## src/rtl/l8_pkg.sv

```systemverilog
// Shared constants and FSM state encoding for the l8 fill/drain memory controller.
package l8_pkg;
  localparam int M          = 16;
  localparam int DATA_WIDTH = 16;
  localparam int ADDR_WIDTH = 10;

  typedef enum logic [2:0] {IDLE, FILL, DRAIN, FLUSH, DONE} state_t;
endpackage

```

## src/rtl/l8_skid_fifo.sv

```systemverilog
// Two-entry skid FIFO that catches read data returning from the memory one cycle after issue.
module l8_skid_fifo
  import l8_pkg::*;
#(
  parameter int WIDTH = M * DATA_WIDTH
) (
  input  logic             clk,
  input  logic             rst_n,
  input  logic             push,
  input  logic [WIDTH-1:0] push_data,
  input  logic             pop,
  output logic [WIDTH-1:0] pop_data,
  output logic [1:0]       count,
  output logic             not_empty
);

  logic [WIDTH-1:0] slot_p0 [2];
  logic             wr_ptr;
  logic             rd_ptr;
  logic             do_push;
  logic             do_pop;

  assign not_empty = (count != 2'd0);
  assign do_pop    = pop & not_empty;
  assign do_push   = push & ((count != 2'd2) | do_pop);
  assign pop_data  = slot_p0[rd_ptr];

  always_ff @(posedge clk) begin
    if (!rst_n) begin
      wr_ptr <= 1'b0;
      rd_ptr <= 1'b0;
      count  <= 2'd0;
    end else begin
      if (do_push) wr_ptr <= ~wr_ptr;
      if (do_pop)  rd_ptr <= ~rd_ptr;
      count <= count + 2'(do_push) - 2'(do_pop);
    end
  end

  // Storage carries no reset; count alone decides what is valid.
  always_ff @(posedge clk) begin
    if (do_push) slot_p0[wr_ptr] <= push_data;
  end

endmodule

```

## src/rtl/l8_mem_ctrl.sv

```systemverilog
// Frame controller: fills an external memory from a write stream, then replays it
// cfg_passes times to a read stream through a 2-entry skid buffer.
module l8_mem_ctrl #(
  parameter int M          = l8_pkg::M,
  parameter int ADDR_WIDTH = l8_pkg::ADDR_WIDTH
) (
  input  logic                             clk,
  input  logic                             rst_n,
  input  logic                             start,
  input  logic [ADDR_WIDTH-1:0]            cfg_words,
  input  logic [3:0]                       cfg_passes,
  input  logic                             in_valid,
  output logic                             in_ready,
  input  logic [M*l8_pkg::DATA_WIDTH-1:0]  in_data,
  output logic                             out_valid,
  input  logic                             out_ready,
  output logic [M*l8_pkg::DATA_WIDTH-1:0]  out_data,
  output logic [ADDR_WIDTH-1:0]            mem_addr1,
  output logic [ADDR_WIDTH-1:0]            mem_addr2,
  output logic                             mem_wr,
  output logic [M*l8_pkg::DATA_WIDTH-1:0]  mem_q,
  input  logic [M*l8_pkg::DATA_WIDTH-1:0]  mem_out,
  output logic                             busy,
  output logic                             done
);

  import l8_pkg::*;

  localparam int DW = M * DATA_WIDTH;

  state_t                state;
  state_t                state_nx;
  logic [ADDR_WIDTH-1:0] words_m1;
  logic [ADDR_WIDTH-1:0] wr_cnt;
  logic [ADDR_WIDTH-1:0] rd_cnt;
  logic [3:0]            passes_m1;
  logic [3:0]            pass_cnt;
  logic                  vld_p1;
  logic [1:0]            occ;
  logic [2:0]            committed;
  logic                  accept;
  logic                  pop;
  logic                  issue;
  logic                  wrap;
  logic                  last_wr;
  logic                  last_rd;

  assign in_ready  = (state == FILL);
  assign accept    = in_ready & in_valid;
  assign mem_wr    = accept;
  assign mem_addr1 = in_ready ? wr_cnt : '0;
  assign mem_q     = in_data;
  assign busy      = (state != IDLE);
  assign done      = (state == DONE);

  // Occupancy is taken after this cycle's pop so a full-rate consumer keeps one read per cycle.
  assign pop       = out_valid & out_ready;
  assign committed = {1'b0, occ} - {2'b00, pop} + {2'b00, vld_p1};
  assign issue     = (state == DRAIN) && (committed < 3'd2);
  assign mem_addr2 = (state == DRAIN) ? rd_cnt : '0;

  assign wrap      = (rd_cnt == words_m1);
  assign last_rd   = issue & wrap & (pass_cnt == passes_m1);
  assign last_wr   = accept & (wr_cnt == words_m1);

  always_comb begin
    state_nx = state;
    case (state)
      IDLE:    if (start) state_nx = FILL;
      FILL:    if (last_wr) state_nx = DRAIN;
      DRAIN:   if (last_rd) state_nx = FLUSH;
      FLUSH:   if (!vld_p1 && !out_valid) state_nx = DONE;
      DONE:    state_nx = IDLE;
      default: state_nx = IDLE;
    endcase
  end

  // Stage p0 -> p1: issue bookkeeping; vld_p1 marks read data arriving on mem_out.
  always_ff @(posedge clk) begin
    if (!rst_n) begin
      state     <= IDLE;
      words_m1  <= '0;
      passes_m1 <= '0;
      wr_cnt    <= '0;
      rd_cnt    <= '0;
      pass_cnt  <= '0;
      vld_p1    <= 1'b0;
    end else begin
      state  <= state_nx;
      vld_p1 <= issue;
      if (state == IDLE && start) begin
        // A zero count wraps to all-ones, which encodes the maximum size.
        words_m1  <= cfg_words - ADDR_WIDTH'(1);
        passes_m1 <= cfg_passes - 4'(1);
        wr_cnt    <= '0;
        rd_cnt    <= '0;
        pass_cnt  <= '0;
      end
      if (accept) wr_cnt <= wr_cnt + ADDR_WIDTH'(1);
      if (issue) begin
        if (wrap) begin
          rd_cnt   <= '0;
          pass_cnt <= pass_cnt + 4'(1);
        end else begin
          rd_cnt <= rd_cnt + ADDR_WIDTH'(1);
        end
      end
    end
  end

  l8_skid_fifo #(
    .WIDTH(DW)
  ) u_skid (
    .clk      (clk),
    .rst_n    (rst_n),
    .push     (vld_p1),
    .push_data(mem_out),
    .pop      (pop),
    .pop_data (out_data),
    .count    (occ),
    .not_empty(out_valid)
  );

endmodule
```

## config.mk

```make
export PLATFORM = sky130hd
export DESIGN_NAME = l8_mem_ctrl
export DESIGN_NICKNAME = d
export VERILOG_FILES = /design/src/rtl/l8_pkg.sv /design/src/rtl/l8_skid_fifo.sv /design/src/rtl/l8_mem_ctrl.sv
export SDC_FILE = /design/constraint.sdc
export NUM_CORES = 1
export LEC_CHECK = 0
export BUFFER_PORTS_ARGS = -buffer_cell sky130_fd_sc_hd__buf_2
export CAP_MARGIN = 25
export CORE_AREA = 2 2 412 414
export DETAILED_ROUTE_END_ITERATION = 6
export DIE_AREA = 0 0 414 416
export SKIP_LAST_GASP = 1
export SLEW_MARGIN = 20
export SYNTH_ARGS = -nofsm -noshare
export SYNTH_HDL_FRONTEND = slang
export SYNTH_SLANG_ARGS = --single-unit
```

## constraint.sdc

```tcl
create_clock -name clk -period 17.13 [get_ports clk]
set_input_delay 3.426 -clock clk [delete_from_list [all_inputs] [get_ports clk]]
set_output_delay 3.426 -clock clk [all_outputs]
set_load 0.01 [all_outputs]
```

==> flow_summary.ini, run 1 <==
[routing]
routed_wl_um = 76000
route.detailed.drc = 0
ant_nets = 0
drt-wirelength-per-cell_um = 19.1
drt_iter0_markers = 820
drt-pass1-iter-count = 5
via_per_inst = 3.21
vias = 12800

[logic_synthesis]
netlist_top_cells_area = edfxtp_1 (67%), mux2_2 (13%), buf_4 (8.4%)
synth_cell_types = 53
yosysWarnings = 0
syn_area_um2 = 23000
ys_ff_latch = 559
syn_nets = 1919
synthCells = 1379
synth_ff_type = edfxtp_1
synth_top_cell_area_share = 0.668
ys_seq_area_frac = 0.709
synth-edff-count = 512
async_flop_share = 0
postSynthAreaPerCell_um2 = 16.7
synth_top_area_cell = edfxtp_1

[final_layout]
layout.nets = 2258
fill_cells = 18400
area_growth_pct = 24.1
layout-drive-gt1-share = 0.521
final_cell_mix = buf_2 (555), edfxtp_1 (512), mux2_2 (257)
layout_commonest_cell = buf_2

[cts]
insertion_delay_ns = 0.66
cts-root-buf = clkbuf_16
cts_inserted_buffers = 66
cts_num_sinks = 559
clock_path_buffers = 3
ctsResizeCount = 0
post-cts-setup-buffers = 0
htree_levels = 3
ctsHoldBuffers = 0
clk_pin_slew_ns = 0.06
cts_tree = yes

[timing]
fin_skew_ns = 0.0137
holdWs_ns = 0.501
slew_violations = 0
min_period_ns = 7.71
rsz0062_at_grt = false
fin_tns_setup_ns = 0
max-slew-margin-rel = 0.317
worstMarginPinSlew_ns = 1.02
final.setup.worst_slack_ns = 9.42
post-route-period-util = 0.450
max_clock_freq_ghz = 0.130
setup_viol = 0
finalHoldViolations = 0

[die]
die_w_um = 414
ioPinCount = 1068
die-area_um2 = 172000
coreArea_um2 = 168000
die_h_um = 416
start_util = 0.137
rows = 151

[power]
peakVddDrop_uv = 105
p_leak_uw = 0.00983
power_density_nw_per_um2 = 120

[grt]
antenna_found_initial = 48
grt_pass1_wl_um = 103000
grt_usage = 0.0861
grt_pass1_vias = 13100
globalRouteOverflowTotal = 0
grt_max_degree = 69

[worst_setup_path]
worstPathMaxFanout = 7
worstPathRequired_ns = 13.70
cp-start-kind = primary input
cp-end-kind = primary output
critPathArrivalTime_ns = 4.28
path_class = in -> out

[placed_design]
io_buffers = 555
gp_congestion = 0.767
place_ws_ns = 9.45
hpwl_um = 58000

[flow_run]
max-cap-violations = 0

[min_path]
hp-class = reg -> reg

[status]
outcome = finished clean
sequential cells by signal, indices dropped and copies added, names as in the netlist, 2 cells and up, named ones only:
| register | flops |
|---|---|
| rd_cnt | 10 |
| u_skid.count | 2 |
| u_skid.slot_p0 | 512 |
| words_m1 | 10 |
| pass_cnt | 4 |
| state | 3 |
| wr_cnt | 10 |
| passes_m1 | 4 |
logic make-up after synthesis:
logic type               count (synthesis)  share of synthesized area
AND/OR/NAND/NOR                        147                     0.0349
AO/OA/AOI/OAI                           53                     0.0154
XOR/XNOR                                39                     0.0148
flip-flops                             559                      0.709
buffers and inverters                  312                     0.0932
adder cells (fa/ha/maj)                  9                    0.00522
multiplexers                           260                      0.127
path summary, 6_finish.rpt:
check                             start                         endpoint  slack (ns)  cells past startpoint
max reg2reg  u_skid.count[1]$_SDFF_PN0_  u_skid.slot_p0[0][32]$_DFFE_PP_       13.64                      5
min              pass_cnt[3]$_SDFF_PN0_           pass_cnt[3]$_SDFF_PN0_        0.50                      1
min reg2reg      pass_cnt[3]$_SDFF_PN0_           pass_cnt[3]$_SDFF_PN0_        0.50                      1
max                            in_valid                           mem_wr        9.42                      4
stage by stage:
step           utilization  instance area (um2)  instances  total power (uW)
6_report             0.170                28500       3979              3440
5_1_grt              0.170                28500       3978              3600
4_1_cts              0.170                28500       3978              3520
3_5_place_dp         0.158                26600       3868              2180
3_3_place_gp         0.158                26600       3868              2180
2_1_floorplan            -                23000       1379              1970
final cells by class:
type,count,area [um2],area share
diodes,1,2.50,0.0000877
clock buffers,84,1740,0.0610
clock inverters,26,211,0.00741
inverters,15,56.3,0.00197
multi-input cells,508,4560,0.160
flip-flops and latches,559,16300,0.572
well taps,2218,2780,0.0972
repair buffers,568,2880,0.101
cell usage after synthesis (2+ instances only):
library cell	count
mux2_2	257
xor2_1	25
nor4_1	4
mux2_1	2
nor2b_1	2
buf_4	256
nand3b_1	2
ha_1	8
a211oi_1	13
nand3_1	16
nand2b_1	3
or4_1	3
o31a_1	2
o41ai_1	3
and3_1	8
nand4bb_1	2
o21ai_1	2
nor4_2	2
and2_1	24
clkbuf_1	35
nand4b_1	3
nor2_1	40
a21oi_1	13
nor3b_1	3
a31oi_1	4
edfxtp_1	512
nor3_1	4
buf_1	2
xnor2_1	14
or3_1	3
nand2_1	18
dfxtp_1	47
nand4_1	6
o2111ai_1	2
o21ai_0	6
inv_1	14
buf_2	3
per-layer routing:
metal / global-route usage / vias up / wire length [um]
li1: - / 5556 / -
met1: 0.0910 / 6226 / 27800
met2: 0.135 / 771 / 34600
met3: 0.0565 / 202 / 10700
met4: 0.0346 / 6 / 2710
met5: 0.00806 / - / 178
critical path, cell delays in order:
cell	delay, ns
buf_2	0.10
nand4bb_1	0.28
inv_1	0.29
buf_2	0.18
report_power, final:
group          internal [uW]  total [uW]  switching [uW]
registers               1500        1530            25.4
clock network            737        1300             560
logic                    279         610             331
total                   2520        3440             916
Note: power is estimated with default switching activity, not from simulation.
==> run 2: changes to the inputs <==
Settings changed: ABC_AREA from default to 1, CORE_AREA 2 2 412 414 to 2 2 413 415, DIE_AREA 0 0 414 416 to 0 0 415 417.
Clock period 17.13 ns to 7.7 ns, I/O delays scaled along.
==> flow_summary.ini, run 2 <==
[die]
die_w_um = 415
die_h_um = 417
coreArea_um2 = 169000
start_util = 0.137
rows = 151
die-area_um2 = 173000
ioPinCount = 1068

[cts]
ctsResizeCount = 0
cts-root-buf = clkbuf_16
cts_num_sinks = 559
clock_path_buffers = 3
post-cts-setup-buffers = 0
cts_tree = yes
ctsHoldBuffers = 0
htree_levels = 3
insertion_delay_ns = 0.67
cts_inserted_buffers = 69
clk_pin_slew_ns = 0.06

[min_path]
min_from = u_skid.rd_ptr$_SDFFE_PN0P_
hp-class = reg -> reg
min_path_cells = 1

[logic_synthesis]
async_flop_share = 0
synth_most_common_cell = edfxtp_1
synth_top_area_cell = edfxtp_1
postSynthAreaPerCell_um2 = 15.7
syn_area_um2 = 23100
synth_commonest_cells = edfxtp_1 (512), buf_4 (257), mux2_2 (256), nand2_1 (92), nor2_1 (57)
syn_nets = 2012
ys_seq_area_frac = 0.705
yosysWarnings = 0
ys_ff_latch = 559
synth_top_cell_area_share = 0.664
synthCells = 1472
synth_ff_type = edfxtp_1
synth_cell_types = 38
synth-edff-count = 512
netlist_top_cells_area = edfxtp_1 (66%), mux2_2 (12%), buf_4 (8.3%)

[worst_setup_path]
rr_endpoint = u_skid.slot_p0[1][93]$_DFFE_PP_
rrSetupSlack_ns = 4.47
cp-start-kind = flop
worstPathRequired_ns = 6.16
worstPathMaxFanout = 44
reg2regPathDepth = 8
critPathArrivalTime_ns = 3.09
cp-end-kind = primary output
path_class = reg -> out
timing.rr.start = u_skid.count[1]$_SDFF_PN0_

[routing]
drt_iter0_markers = 770
drt-wirelength-per-cell_um = 22.5
drt-pass1-iter-count = 5
route.detailed.drc = 0
routed_wl_um = 92100
ant_nets = 0
vias = 13400
via_per_inst = 3.27

[power]
peakVddDrop_uv = 307
intPower_uw = 6640
clockPowerShare = 0.366
power_density_nw_per_um2 = 323
p_sw_frac = 0.297
power.switching_uw = 2800
seq_power_share = 0.404
p_leak_uw = 0.0101
share_comb_of_total_power = 0.230
power_uw = 9440

[grt]
grt_pass1_vias = 13500
grt_usage = 0.102
grt_pass1_wl_um = 118000
grt_max_degree = 85
antenna_found_initial = 118
globalRouteOverflowTotal = 0

[timing]
slew_violations = 0
worstMarginPinSlew_ns = 0.963
holdWs_ns = 0.464
fin_skew_ns = 0.0331
rsz0062_at_grt = false
min_period_ns = 4.63
max_clock_freq_ghz = 0.216
setup_viol = 0
max-slew-margin-rel = 0.358
post-route-period-util = 0.602
finalHoldViolations = 0

[final_layout]
layout_commonest_cell = buf_2
largest_reg_flops = 512
fin_util = 0.173
area_growth_pct = 26.2
layout.nets = 2357
final_area_um2 = 29200
largest_register = u_skid.slot_p0
final_cell_mix = buf_2 (555), edfxtp_1 (512), mux2_2 (256)
layout-drive-gt1-share = 0.512

[status]
outcome = finished clean

[placed_design]
io_buffers = 555
gp_congestion = 0.798
hpwl_um = 73900
dpl_cell_area_um2 = 26800

[flow_run]
max-cap-violations = 0
## run 2: kinds of logic after synthesis
family	after synthesis	share of synthesized area
AO/OA/AOI/OAI	74	0.0174
XOR/XNOR	20	0.00757
adder cells (fa/ha/maj)	9	0.00519
buffers and inverters	354	0.101
flip-flops	559	0.705
multiplexers	256	0.125
AND/OR/NAND/NOR	200	0.0396
## run 2: power by group through the flow
stage | sequential [uW] | combinational, uW | clock, uW
after detailed placement | 3880 | 2210 | 0
after global routing | 3850 | 2370 | 3700
after floorplan | 3900 | 1370 | 0
after CTS | 3820 | 2230 | 3610
final | 3820 | 2170 | 3460
after global placement | 3870 | 2200 | 0
## run 2: cell type report
cell class,instances,area (um2)
fill,18500,139000
antenna,6,15.0
inverter,60,225
clock inverter,41,588
timing repair buffer,568,2940
tap,2218,2780
sequential,559,16300
multi-input combinational,559,4510
clock buffer,83,1830
## run 2: routing by layer
metal | GRT usage | share of wire | vias to the layer above
met5 | 0 | 0.00014 | -
met4 | 0.0291 | 0.041 | 2
met3 | 0.0600 | 0.12 | 365
met2 | 0.173 | 0.48 | 847
met1 | 0.107 | 0.36 | 6393
li1 | - | - | 5770
## run 2: worst max path at each step
stage | start | end | slack [ns] | cells after the start
after floorplan | out_ready | u_skid.slot_p0[1][0]$_DFFE_PP_ | -1.21 | 4
after global placement | out_ready | u_skid.slot_p0[1][109]$_DFFE_PP_ | 3.42 | 7
after detailed placement | out_ready | u_skid.slot_p0[1][109]$_DFFE_PP_ | 3.37 | 7
after CTS | flop | out_data[100] | 2.91 | 4
after global routing | flop | out_data[103] | 2.83 | 4
final | flop | out_data[103] | 3.07 | 4
## run 2: metrics by stage
step / setup WS, ns / setup TNS (ns) / cells
2_1_floorplan: -1.21 / -617.62 / 1472
3_3_place_gp: 3.42 / 0 / 3964
3_5_place_dp: 3.37 / 0 / 3964
4_1_cts: 2.91 / 0 / 4088
5_1_grt: 2.83 / 0 / 4088
6_report: 3.07 / 0 / 4094
## run 2: worst max-delay path, stage by stage, from the launching register on
cell and delay (ns):
dfxtp_4 0.67, buf_4 0.59, buf_4 0.52, mux2_2 0.40, buf_2 0.15
==> run 3: changes to the inputs <==
Clock period 7.7 ns to 4.3 ns, I/O delays scaled along.
==> flow_summary.ini, run 3 (same netlist as run 2, synthesis figures left out) <==
[worst_setup_path]
cp-end-kind = primary output
worstPathRequired_ns = 3.44
path_class = reg -> out
rrSetupSlack_ns = 1.49
critPathArrivalTime_ns = 2.37
reg2regPathDepth = 15
timing.rr.start = u_skid.count[1]$_SDFF_PN0_
worstPathMaxFanout = 44
cp-start-kind = flop
rr_endpoint = pass_cnt[0]$_SDFF_PN0_

[routing]
drt-pass1-iter-count = 5
dr_wl_met2_um = 43400
vias = 13400
drt_iter0_markers = 861
via_per_inst = 3.26
drt-wirelength-per-cell_um = 23.0
top_signal_layer_used = met5
routed_wl_um = 94700
wl_met3_um = 12700
wl_met1_um = 35200
ant_nets = 0
route.detailed.drc = 0

[grt]
grt_pass1_vias = 13400
grt_max_degree = 93
grt_usage = 0.106
globalRouteOverflowTotal = 0
grt_pass1_wl_um = 122000
antenna_found_initial = 106

[die]
die-area_um2 = 173000
start_util = 0.137
rows = 151
die_w_um = 415
ioPinCount = 1068
coreArea_um2 = 169000
die_h_um = 417

[cts]
ctsResizeCount = 0
cts_inserted_buffers = 71
cts_tree = yes
ctsHoldBuffers = 0
clk_pin_slew_ns = 0.05
insertion_delay_ns = 0.67
cts-root-buf = clkbuf_16
clock_path_buffers = 3
cts_num_sinks = 559
htree_levels = 3
post-cts-setup-buffers = 0

[timing]
rsz0062_at_grt = false
finalHoldViolations = 0
min_period_ns = 3.23
slew_violations = 0
post-route-period-util = 0.750
fin_skew_ns = 0.0327
holdWs_ns = 0.383
max-slew-margin-rel = 0.490
fin_tns_setup_ns = 0
final.setup.worst_slack_ns = 1.07
setup_viol = 0
max_clock_freq_ghz = 0.310
worstMarginPinSlew_ns = 0.764

[min_path]
whs_endpoint = u_skid.slot_p0[1][159]$_DFFE_PP_
min_from = mem_out[159]
min_path_cells = 1
hp-class = in -> reg

[final_layout]
multiInputGateArea_um2 = 4550
final_cell_mix = buf_2 (555), edfxtp_1 (512), mux2_2 (256)
layout.nets = 2373
layout_commonest_cell = buf_2
seqCellArea_um2 = 16300
fill_cells = 18400
final_cells = 4109
largest_reg_flops = 512
largest_register = u_skid.slot_p0
area_growth_pct = 26.2
layout-drive-gt1-share = 0.514

[flow_run]
max-cap-violations = 0

[power]
p_leak_uw = 0.0101
peakVddDrop_uv = 286
power_density_nw_per_um2 = 568

[placed_design]
gp_congestion = 0.765
dp.cells = 3978
place_ws_ns = 1.25
hpwl_um = 76000
io_buffers = 555

[status]
outcome = finished clean
==> run 3: changes by cell type in the layout (fill, tap and decap cells not counted), moves of 2 or more <==
cell	before	now
inv_6	2	4
bufinv_16	11	4
nand2_1	92	90
clkbuf_1	11	14
buf_12	5	10
buf_4	8	17
clkinvlp_4	3	5
inv_16	2	0
clkinv_1	8	12
==> run 3: worst max-delay path by stage <==
stage	startpoint	end	slack [ns]	cells past startpoint
after floorplan	out_ready	u_skid.slot_p0[1][0]$_DFFE_PP_	-0.97	4
after global placement	out_ready	pass_cnt[0]$_SDFF_PN0_	1.27	14
after detailed placement	out_ready	pass_cnt[0]$_SDFF_PN0_	1.25	14
after CTS	flop	out_data[13]	0.94	4
after global routing	flop	out_data[229]	0.93	4
final	flop	out_data[12]	1.07	4
==> run 3: routing by layer <==
layer	vias up	global-route usage
met5	-	0.00834
li1	5803	-
met1	6407	0.117
met2	849	0.170
met3	324	0.0656
met4	12	0.0293
==> run 3: area by class of cell <==
cell class                      count  share of cell area
Multi-Input combinational cell    559               0.156
Inverter                           60             0.00771
Tap cell                         2218              0.0950
Clock inverter                     40              0.0125
Timing Repair Buffer              582               0.106
Antenna cell                        5            0.000428
Sequential cell                   559               0.559
Clock buffer                       86              0.0635
==> run 3: power breakdown <==
part           internal [uW]  switching [uW]  total (uW)
clock network           3330            2430        5770
registers               6610             199        6810
logic                   1590            2430        4020
==> run 3: per-stage QoR <==
step	util	cell area [um2]	power, uW
2_1_floorplan	-	23200	9400
3_3_place_gp	0.160	27000	11000
3_5_place_dp	0.160	27000	11000
4_1_cts	0.173	29200	17000
5_1_grt	0.173	29200	17500
6_report	0.173	29200	16600
==> run 3: worst max-delay path, stage by stage, from the launching register on <==
cell and delay (ns):
dfxtp_4 0.52, buf_12 0.25, buf_12 0.28, mux2_2 0.43, buf_2 0.15
